## config.mk

```make
export PLATFORM = sky130hd
export DESIGN_NAME = ram_bank_arbiter
export DESIGN_NICKNAME = d
export VERILOG_FILES = /design/src/rtl/ram_bank_arbiter.sv
export SDC_FILE = /design/constraint.sdc
export NUM_CORES = 1
export LEC_CHECK = 0
export BUFFER_PORTS_ARGS = -buffer_cell sky130_fd_sc_hd__buf_2
export CORE_ASPECT_RATIO = 0.8
export CORE_MARGIN = 1
export CORE_UTILIZATION = 28
export CTS_BUF_LIST = sky130_fd_sc_hd__clkbuf_4
export DETAILED_ROUTE_END_ITERATION = 7
export REMOVE_ABC_BUFFERS = 1
export SKIP_CTS_REPAIR_TIMING = 1
export SLEW_MARGIN = 10
export SYNTH_ARGS = -nofsm -noshare
export SYNTH_HDL_FRONTEND = slang
export SYNTH_SLANG_ARGS = --single-unit
```

## constraint.sdc

```tcl
create_clock -name clk -period 2.9 [get_ports clk]
set_input_delay 0.145 -clock clk [delete_from_list [all_inputs] [get_ports clk]]
set_output_delay 0.145 -clock clk [all_outputs]
set_load 0.01 [all_outputs]
```

## src/rtl/ram_bank_arbiter.sv

```systemverilog
// ram_bank_arbiter: two-requester round-robin arbiter in front of a 2-bank x 8-entry sync-read RAM.
// Define RAM_ARB_CNT_EN to add the saturating conflict_cnt output.
module ram_bank_arbiter #(
    parameter int WIDTH = 8,
    parameter int CNT_W = 16
) (
    input  logic             clk,
    input  logic             rst_n,
    input  logic             req_a,
    input  logic             we_a,
    input  logic [3:0]       addr_a,
    input  logic [WIDTH-1:0] din_a,
    output logic             gnt_a,
    output logic             rvalid_a,
    output logic [WIDTH-1:0] dout_a,
    input  logic             req_b,
    input  logic             we_b,
    input  logic [3:0]       addr_b,
    input  logic [WIDTH-1:0] din_b,
    output logic             gnt_b,
    output logic             rvalid_b,
    output logic [WIDTH-1:0] dout_b
`ifdef RAM_ARB_CNT_EN
    ,
    output logic [CNT_W-1:0] conflict_cnt
`endif
);
    logic [WIDTH-1:0] r_mem [16];
    logic             r_prio;
    logic             r_rvalid_a;
    logic             r_rvalid_b;
    logic [WIDTH-1:0] r_dout_a;
    logic [WIDTH-1:0] r_dout_b;
    logic             w_conflict;
    logic             w_rd_a;
    logic             w_rd_b;

    if (CNT_W < 1) begin : g_bad_cnt_w
        $error("CNT_W must be at least 1");
    end

    assign w_conflict = req_a & req_b & (addr_a[3] == addr_b[3]);
    // rst_n gates the grants so nothing is accepted while reset is held
    assign gnt_a      = rst_n & req_a & ~(w_conflict & r_prio);
    assign gnt_b      = rst_n & req_b & ~(w_conflict & ~r_prio);
    assign w_rd_a     = gnt_a & ~we_a;
    assign w_rd_b     = gnt_b & ~we_b;
    assign rvalid_a   = r_rvalid_a;
    assign rvalid_b   = r_rvalid_b;
    assign dout_a     = r_dout_a;
    assign dout_b     = r_dout_b;

    always_ff @(posedge clk) begin
        if (gnt_a && we_a) r_mem[addr_a] <= din_a;
        if (gnt_b && we_b) r_mem[addr_b] <= din_b;
    end

    always_ff @(posedge clk or negedge rst_n) begin
        if (!rst_n) begin
            r_prio     <= 1'b0;
            r_rvalid_a <= 1'b0;
            r_rvalid_b <= 1'b0;
            r_dout_a   <= '0;
            r_dout_b   <= '0;
        end else begin
            if (w_conflict) r_prio <= ~r_prio;
            r_rvalid_a <= w_rd_a;
            r_rvalid_b <= w_rd_b;
            if (w_rd_a) r_dout_a <= r_mem[addr_a];
            if (w_rd_b) r_dout_b <= r_mem[addr_b];
        end
    end

`ifdef RAM_ARB_CNT_EN
    logic [CNT_W-1:0] r_cnt;

    assign conflict_cnt = r_cnt;

    always_ff @(posedge clk or negedge rst_n) begin
        if (!rst_n) r_cnt <= '0;
        else if (w_conflict && !(&r_cnt)) r_cnt <= r_cnt + 1'b1;
    end
`endif
endmodule

```

==> results of run 1 <==
## logic make-up after synthesis
group	after synthesis	synth area share, %
xor+xnor	2	0.4280
flops	147	50.94
simple gates	62	4.501
buf+inv	49	2.862
mux	208	36.95
compound gates	52	4.323
## metrics by stage
stage	hold slack, ps	cell area, um^2	cells
2_1_floorplan	-150.6	8240	472
3_3_place_gp	-15.80	9219	957
3_5_place_dp	-17.52	9219	957
4_1_cts	-633.2	9430	989
5_1_grt	32.71	9473	994
6_report	44.87	9473	994
## flip-flops by register name, indices dropped and copies added (netlist names)
signal,flops
r_mem,128
dout_a,8
r_prio,1
rvalid_b,1
dout_b,8
rvalid_a,1
## worst paths after layout
path / depth (start not counted) / endpoint / slack, ps
worst min-delay path: 4 / dout_b[1] / 40
worst max-delay path: 4 / r_mem[0][5] / 180
worst min register to register: 1 / r_prio / 550
max in group asynchronous: 3 / r_prio / 2140
min in group asynchronous: 3 / rvalid_b / 220
worst max register to register: 4 / r_mem[0][5] / 180
## cell type report
| class | instances | share of cell area, % |
|---|---|---|
| Clock buffer | 22 | 1.743 |
| Tap cell | 406 | 5.363 |
| Timing Repair Buffer | 83 | 5.389 |
| Multi-Input combinational cell | 324 | 41.36 |
| Sequential cell | 147 | 45.59 |
| Inverter | 1 | 0.03962 |
| Antenna cell | 1 | 0.02642 |
| Clock inverter | 10 | 0.4887 |
## power groups by stage
stage          registers, W  clock network [W]  logic [W]
3_3_place_gp        0.00253                  0   0.000696
6_report            0.00248            0.00109   0.000715
2_1_floorplan       0.00251                  0   0.000346
5_1_grt             0.00249            0.00118   0.000768
4_1_cts             0.00248            0.00110   0.000710
3_5_place_dp        0.00253                  0   0.000707
## critical path, cell delays in order (launching register included)
cell                      delay, ps
sky130_fd_sc_hd__dfrtp_1        430
sky130_fd_sc_hd__nor2b_1         90
sky130_fd_sc_hd__a21o_1         240
sky130_fd_sc_hd__or4_1          860
sky130_fd_sc_hd__o21ai_1        710
## layout by cell type, fill, tap and decap left out, drive strengths merged, types with 2 or more instances in the layout
cell type and n:
edfxtp 128, mux2 128, buf 79, mux4 64
nor2 24, clkbuf 22, dfrtp 19, o22ai 16
mux2i 16, a221oi 16, o21ai 14, nand3 8
clkinv 8, nand2b 6, nand2 5, dlygate4sd3 4
nand3b 4, or2 3, or4 3, o21bai 2
nand4b 2, and2 2, clkinvlp 2, xnor2 2
## per-layer routing
| layer | part of all wire [%] | routed length (um) | vias to the layer above | GRT usage, % |
|---|---|---|---|---|
| li1 | - | - | 2247 | - |
| met1 | 43 | 10820 | 2846 | 22.71 |
| met2 | 46 | 11680 | 276 | 26.49 |
| met3 | 9.5 | 2388 | 32 | 4.325 |
| met4 | 1.5 | 378 | 0 | 4.427 |
| met5 | 0 | 0 | - | 0 |
==> run_results.csv, run 1 <==
group,metric,value,unit
global_routing,maximum_number_of_pins_on_one_net_before_global_route_repair,37,
yosys,yosys.cell_count.top_type,"sky130_fd_sc_hd__edfxtp_1",
cells_and_area,final_standard_cell_utilization_of_the_core,32.04,%
die,number_of_rows_created_at_floorplan,56,
cells_and_area,area_growth_synth_to_finish,11.72,%
clock_tree,tritoncts.num_buffers,17,
die,die_h,157.7,um
clock_tree,clock-root-buffer,"sky130_fd_sc_hd__clkbuf_4",
global_routing,grt_pass1_vias,5627,
yosys,post_synth_edffs,128,
global_routing,track_usage,16.73,%
clock_tree,cts_tree,"yes",
job,max_cap_viols,0,
clock_tree,clkLatencyLatePin,570,ps
clock_tree,clock_sink_count,147,
power,p_switching,0.001207,W
power,totalPowerFinal,0.004280,W
cells_and_area,layout.area.seq,4319,um^2
drt,drt-wirelength-per-cell,25.42,um
yosys,synthCells,520,
yosys,synth.largest_area_cell,"sky130_fd_sc_hd__edfxtp_1",
placement,hpwlAfterDp,18100,um
sta,fmax,367.5,MHz
power,pwr-share-seq,57.9,%
sta,grt_setup_unrepaired,"no",
critical_path,critical_path.max_fanout,9,
run_status,outcome,"completed",
global_routing,grt_first_pass_wirelength,37010,um
drt,drt_first_pass_iters,5,
sta,layout_setup_ws,179.1,ps
yosys,netlist_area,8479,um^2
drt,drc_errors,0,
global_routing,leftover_overflow_at_the_end_of_global_routing,0,
die,die-area,30990,um^2
min_path,hold_path_startpoint,"we_b",
power,ir_worst_vdd,0.2225,mV
clock_tree,cts_buffer_depth,2,
clock_tree,clkSlewWorstSetupHoldPaths,120,ps
sta,relSlewSlack,29.73,%
die,floorplan.io_pins,50,
drt,via_count,5401,
sta,clock_skew,29.25,ps
yosys,ys_async_sr_fraction,12.93,%
cells_and_area,post_route_cells_drive_above_1_share,53.15,%
die,initial_utilization,28.68,%
cells_and_area,filler_cell_count,2934,
die,floorplan.die.width,196.6,um
power,switching_share,28.19,%
sta,finalSetupViolCount,0,
yosys,ys_ff_latch,147,
yosys,post_synth_most_frequent_cells,"128 x sky130_fd_sc_hd__edfxtp_1, 104 x sky130_fd_sc_hd__mux2_2, 64 x sky130_fd_sc_hd__mux4_2",
critical_path,criticalPathCategory,"reg -> reg",
critical_path,crit_path_start,"r_prio",
critical_path,start_kind,"flop",
power,cellLeakagePower,3.235,nW
sta,finalCritPeriodShare,93.82,%
drt,drt.antenna.violating_nets,0,
yosys,synth_area_leaders,"sky130_fd_sc_hd__edfxtp_1 45%, sky130_fd_sc_hd__mux4_2 17%, sky130_fd_sc_hd__mux2_2 14%, sky130_fd_sc_hd__dfrtp_1 5.6%, sky130_fd_sc_hd__mux2_4 4.2%",
placement,globalplace.congestion,0.8542,
critical_path,crit_path_end_kind,"flop",
yosys,yosysSeqAreaShare,50.94,%
yosys,synthFlopType,"sky130_fd_sc_hd__edfxtp_1",
die,fp.coreArea,29570,um^2
yosys,avgSynthCellArea,16.31,um^2
sta,worst_pin_slew,1047,ps
power,pwr-share-comb,16.7,%
global_routing,antenna_found_initial,1,
sta,timing.final.max_slew_violations,0,
critical_path,worst_r2r_startpoint,"r_prio",
sta,min_period,2721,ps
yosys,yosys_warnings,0,
min_path,min_delay_worst_type,"in -> reg",
drt,detail_route.iter0.violations,617,
cells_and_area,fin_nets,604,
sta,timing.final.hold_violations,0,
placement,io_buffers,49,
power,clkPwrFrac,25.4,%
yosys,synth.lib_cells_used.distinct,38,
placement,place_ws,150.7,ps
critical_path,timing.critical_path.arrival,2890,ps
drt,route.final.wire_length,25270,um
clock_tree,cts_htree_levels,4,
critical_path,required,3070,ps
cells_and_area,multi_input_comb_area,3918,um^2
sta,setup-tns-final,0,ps
drt,vias_per_cell,5.434,
power,pwr_density_cell,451.8,nW/um^2
yosys,fraction_of_synthesized_cell_area_taken_by_the_top_area_cell_type,45.33,%
power,power.internal,0.003073,W
Power figures use the tool's default switching activity.
==> run 2: changes to the inputs <==
Settings changed: PLACE_DENSITY from default to 0.48.
==> run 2 against run 1 <==
Total power grew 9.4%. Count of clock-buffer cells in the layout fell by 2. First-iteration DRC count rose by 5.3%. Cell count up 0.60%. Via count is 0.57% higher. Critical path depth up 3. Hold slack worse by 8.3 ps. Sequential power about the same. Utilization is 0.50 points higher. Global-route usage up 2.1 points. Sequential share of layout area is 0.69 points lower. Non-clock buffer count grew 6. Largest power group unchanged.
==> run_results.csv, run 2 (synthesis gave the netlist of run 1 again) <==
group,metric,value,unit
job,max_cap_viols,0,
run_status,outcome,"completed",
global_routing,grt_first_pass_wirelength,40300,um
cells_and_area,filler_cell_count,2906,
cells_and_area,post_route_cells_drive_above_1_share,54.30,%
cells_and_area,largest-register,"r_mem",
clock_tree,cts_htree_levels,4,
drt,drt-wirelength-per-cell,28.11,um
critical_path,cp_top_family,"buffers and inverters",
critical_path,cpMostUsedCell,"sky130_fd_sc_hd__buf_4",
cells_and_area,most_common_cell_after_layout_fill_and_taps_aside,"sky130_fd_sc_hd__edfxtp_1",
clock_tree,tritoncts.num_buffers,17,
clock_tree,clock_sink_count,147,
drt,detail_route.iter0.violations,650,
power,cellLeakagePower,3.314,nW
cells_and_area,largest_reg_flops,128,
critical_path,critical_path.max_fanout,9,
critical_path,worstPathCellList,"nor2b_1, a21o_1, inv_1, buf_4, nand3_2, o21ai_0, buf_4",
critical_path,criticalPathCategory,"reg -> reg",
drt,drt_first_pass_iters,5,
sta,relSlewSlack,37.31,%
die,die-area,30990,um^2
die,floorplan.die.width,196.6,um
drt,drt.antenna.violating_nets,0,
placement,dpl.cell_count,963,
sta,finalSetupViolCount,0,
critical_path,slowest_stage,"sky130_fd_sc_hd__dfrtp_1",
sta,grt_setup_unrepaired,"no",
drt,drc_errors,0,
power,ir_worst_vdd,0.2184,mV
drt,route.final.wire_length,28110,um
clock_tree,clock-root-buffer,"sky130_fd_sc_hd__clkbuf_4",
drt,vias_per_cell,5.432,
cells_and_area,final-instance-count-excl-fill,1000,
cells_and_area,layout.cells.most_common_list,"128 x sky130_fd_sc_hd__edfxtp_1, 104 x sky130_fd_sc_hd__mux2_2, 64 x sky130_fd_sc_hd__mux4_2",
die,die_h,157.7,um
drt,via_count,5432,
critical_path,crit_path_end_kind,"flop",
min_path,hold-path-cell-count,3,
global_routing,maximum_number_of_pins_on_one_net_before_global_route_repair,33,
sta,finalCritPeriodShare,84.74,%
sta,min_period,2457,ps
placement,io_buffers,49,
placement,place_ws,327.7,ps
global_routing,leftover_overflow_at_the_end_of_global_routing,0,
sta,fmax,406.9,MHz
min_path,min_delay_worst_type,"in -> reg",
cells_and_area,area_growth_synth_to_finish,13.44,%
placement,hpwlAfterDp,19980,um
critical_path,levels_on_crit_path,7,
sta,clock_skew,18.90,ps
critical_path,crit_buf_inv,3,
critical_path,required,3170,ps
clock_tree,cts_buffer_depth,2,
clock_tree,clkLatencyLatePin,590,ps
die,fp.coreArea,29570,um^2
global_routing,grt_pass1_vias,5505,
power,pwr_density_cell,486.9,nW/um^2
sta,timing.final.hold_violations,0,
die,initial_utilization,28.68,%
die,floorplan.io_pins,50,
placement,globalplace.congestion,0.8709,
sta,timing.final.max_slew_violations,0,
sta,worst_pin_slew,934.1,ps
clock_tree,cts_tree,"yes",
critical_path,reg2regPathDepth,7,
sta,setup-tns-final,0,ps
cells_and_area,fin_nets,610,
die,number_of_rows_created_at_floorplan,56,
critical_path,critPathMaxStageDelay,450,ps
critical_path,timing.critical_path.arrival,2730,ps
sta,layout_setup_ws,442.6,ps
clock_tree,clkSlewWorstSetupHoldPaths,130,ps
critical_path,start_kind,"flop",
global_routing,antenna_found_initial,1,
global_routing,track_usage,18.83,%
-- run 2: worst reg2reg max path: cells and delay by family, from the launching register on --
kind / cells / cell delay, ps
compound gates: 2 / 450
buf+inv: 3 / 830
flops: 1 / 450
simple gates: 2 / 420
-- run 2: layer usage --
| layer | GRT usage [%] | part of all wire (%) | vias to the layer above |
|---|---|---|---|
| met5 | 0 | 0 | - |
| met4 | 5.506 | 1.6 | 0 |
| met3 | 3.835 | 6.4 | 30 |
| met2 | 27.41 | 43 | 247 |
| met1 | 27.99 | 49 | 2894 |
| li1 | - | - | 2261 |
-- run 2: path summary, 6_finish.rpt --
kind	slack, ps	to	start
max in group asynchronous	2530	dout_a[6]	rst_n
max reg2reg	440	r_mem[7][0]	r_prio
min reg2reg	580	dout_b[4]	dout_b[4]
min	40	rvalid_b	we_b
min in group asynchronous	130	rvalid_a	rst_n
max	440	r_mem[7][0]	r_prio
-- run 2: cell type report --
class	instances	area, um^2	share of cell area, %
clock inverter	12	162.7	1.691
multi-input combinational	324	3918	40.73
antenna	1	2.502	0.02601
timing repair buffer	89	555.5	5.775
inverter	1	3.754	0.03902
clock buffer	20	150.1	1.561
tap	406	508.0	5.281
sequential	147	4319	44.90
-- run 2: where the power goes --
group	switching (W)	internal, W
combinational	0.000421	0.000328
sequential	0.0000719	0.00239
clock	0.000776	0.000701
total	0.00127	0.00342
-- run 2: metrics by stage --
stage | instance area, um^2 | power [W] | util [%] | hold WS (ps)
CTS | 9577 | 0.004696 | 32.39 | -426.8
detailed placement | 9264 | 0.003245 | 31.33 | 229.4
global placement | 9256 | 0.003230 | 31.31 | 212.9
global route | 9619 | 0.004841 | 32.53 | 23.48
finish | 9619 | 0.004684 | 32.53 | 36.61
floorplan | 8240 | 0.002855 | - | -150.6
==> run 3: changes to the inputs <==
Clock period 2.9 ns to 2.3 ns, I/O delays scaled along.
==> run 3 against run 2 <==
Clock power is 21% higher. First-iteration DRC count is 25% lower. Utilization is 0.40 points higher. Die area stayed put. Flip-flop and latch count stayed put. Combinational power is 29% higher. Hold slack better by 13 ps. Via count is 0.48% higher. Count of clock-buffer cells in the layout is 1 lower. Clock skew is 5.3 ps higher. Critical endpoint is now r_mem[1][4]. Cell count is 1.2% higher. Wire length is 3.0% lower. Critical path type unchanged.
==> run_results.csv, run 3 (synthesis gave the netlist of run 1 again) <==
group,metric,value,unit
critical_path,critPathMaxStageDelay,510,ps
clock_tree,tritoncts.num_buffers,17,
power,totalPowerFinal,0.005855,W
sta,setup-tns-final,0,ps
drt,route.met3.wl,1781,um
cells_and_area,final_standard_cell_utilization_of_the_core,32.93,%
cells_and_area,filler_cell_count,2935,
clock_tree,cts_buffer_depth,2,
drt,routed_length_on_met2,12140,um
sta,min_period,2237,ps
cells_and_area,post-route-cell-area,9738,um^2
drt,detail_route.iter0.violations,488,
cells_and_area,most_common_cell_after_layout_fill_and_taps_aside,"sky130_fd_sc_hd__edfxtp_1",
sta,clock_skew,24.18,ps
critical_path,crit_path_end_kind,"flop",
global_routing,antenna_found_initial,0,
clock_tree,cts_tree,"yes",
drt,drt-wirelength-per-cell,26.95,um
job,max_cap_viols,0,
drt,wl_met1,13070,um
placement,place_ws,81.42,ps
clock_tree,clkLatencyLatePin,580,ps
cells_and_area,multi_input_comb_area,3918,um^2
sta,finalCritPeriodShare,97.28,%
critical_path,cpMostUsedCell,"sky130_fd_sc_hd__buf_4",
clock_tree,clock-root-buffer,"sky130_fd_sc_hd__clkbuf_4",
die,floorplan.io_pins,50,
die,die-area,30990,um^2
sta,timing.final.max_slew_violations,0,
critical_path,start_kind,"flop",
cells_and_area,largest_reg_flops,128,
clock_tree,clkSlewWorstSetupHoldPaths,140,ps
sta,worst_pin_slew,833.7,ps
critical_path,criticalPathCategory,"reg -> reg",
cells_and_area,fin_nets,624,
drt,drc_errors,0,
drt,highest-signal-layer,"met4",
die,die_h,157.7,um
cells_and_area,layout.area.seq,4319,um^2
drt,via_count,5458,
placement,io_buffers,49,
cells_and_area,layout.cells.most_common_list,"128 x sky130_fd_sc_hd__edfxtp_1, 104 x sky130_fd_sc_hd__mux2_2, 64 x sky130_fd_sc_hd__mux4_2",
die,fp.coreArea,29570,um^2
global_routing,grt_first_pass_wirelength,39400,um
drt,drt_first_pass_iters,5,
cells_and_area,antenna-diode-count,0,
power,pwr_density_cell,601.3,nW/um^2
power,ir_worst_vdd,0.2251,mV
cells_and_area,post_route_cells_drive_above_1_share,55.61,%
critical_path,required,2580,ps
placement,hpwlAfterDp,19600,um
global_routing,leftover_overflow_at_the_end_of_global_routing,0,
die,initial_utilization,28.68,%
drt,drt.antenna.violating_nets,0,
power,cellLeakagePower,3.368,nW
clock_tree,clock_sink_count,147,
sta,relSlewSlack,44.30,%
sta,fmax,447.0,MHz
critical_path,worstPathCellList,"nor2b_1, a21o_1, or4_1, buf_4, o21ai_1, buf_4",
sta,finalSetupViolCount,0,
critical_path,slowest_stage,"sky130_fd_sc_hd__or4_1",
drt,vias_per_cell,5.393,
cells_and_area,area_growth_synth_to_finish,14.84,%
sta,layout_setup_ws,62.63,ps
critical_path,critical_path.max_fanout,9,
global_routing,track_usage,18.27,%
run_status,outcome,"completed",
min_path,min_delay_worst_type,"in -> reg",
clock_tree,cts_htree_levels,4,
placement,globalplace.congestion,0.8935,
sta,timing.final.hold_violations,0,
global_routing,maximum_number_of_pins_on_one_net_before_global_route_repair,37,
critical_path,timing.critical_path.arrival,2520,ps
die,number_of_rows_created_at_floorplan,56,
cells_and_area,largest-register,"r_mem",
die,floorplan.die.width,196.6,um
placement,post_dp_area,9371,um^2
drt,route.final.wire_length,27280,um
global_routing,grt_pass1_vias,5454,
## run 3: layer usage
layer	track usage, %	vias up
met5	0	-
met4	4.204	0
met3	3.664	23
met2	27.29	229
met1	27.05	2916
li1	-	2290
## run 3: layout make-up
class	instances	area share (%)
Tap cell	406	5.216
Multi-Input combinational cell	324	40.23
Clock inverter	12	1.632
Sequential cell	147	44.35
Inverter	1	0.03855
Clock buffer	19	1.465
Timing Repair Buffer	103	7.067
## run 3: where the power goes
group          switching, W  leakage, nW  total (W)  internal (W)
combinational      0.000522         1.85   0.000965      0.000443
clock               0.00101        0.147    0.00179      0.000774
sequential        0.0000925         1.37    0.00310       0.00301
## run 3: worst paths after layout
check	startpoint	to	slack, ps	depth (start not counted)
max	r_prio	r_mem[1][4]	60	6
min	req_b	rvalid_a	50	3
max reg2reg	r_prio	r_mem[1][4]	60	6
min reg2reg	dout_b[5]	dout_b[5]	580	2
max in group asynchronous	rst_n	dout_a[4]	1960	3
min in group asynchronous	rst_n	dout_a[6]	130	3
## run 3: metrics by stage
| stage | cells | hold slack, ps |
|---|---|---|
| after global routing | 1012 | 21.83 |
| after detailed placement | 974 | 178.4 |
| after floorplan | 472 | -180.6 |
| final | 1012 | 49.15 |
| after global placement | 974 | 174.2 |
| after CTS | 1005 | -463.5 |
## run 3: critical path: cells and delay by family (launching register included)
kind / cells / cell delay [ps]
flip-flops: 1 / 440
AO/OA/AOI/OAI: 2 / 420
AND/OR/NAND/NOR: 2 / 610
buffers and inverters: 2 / 470
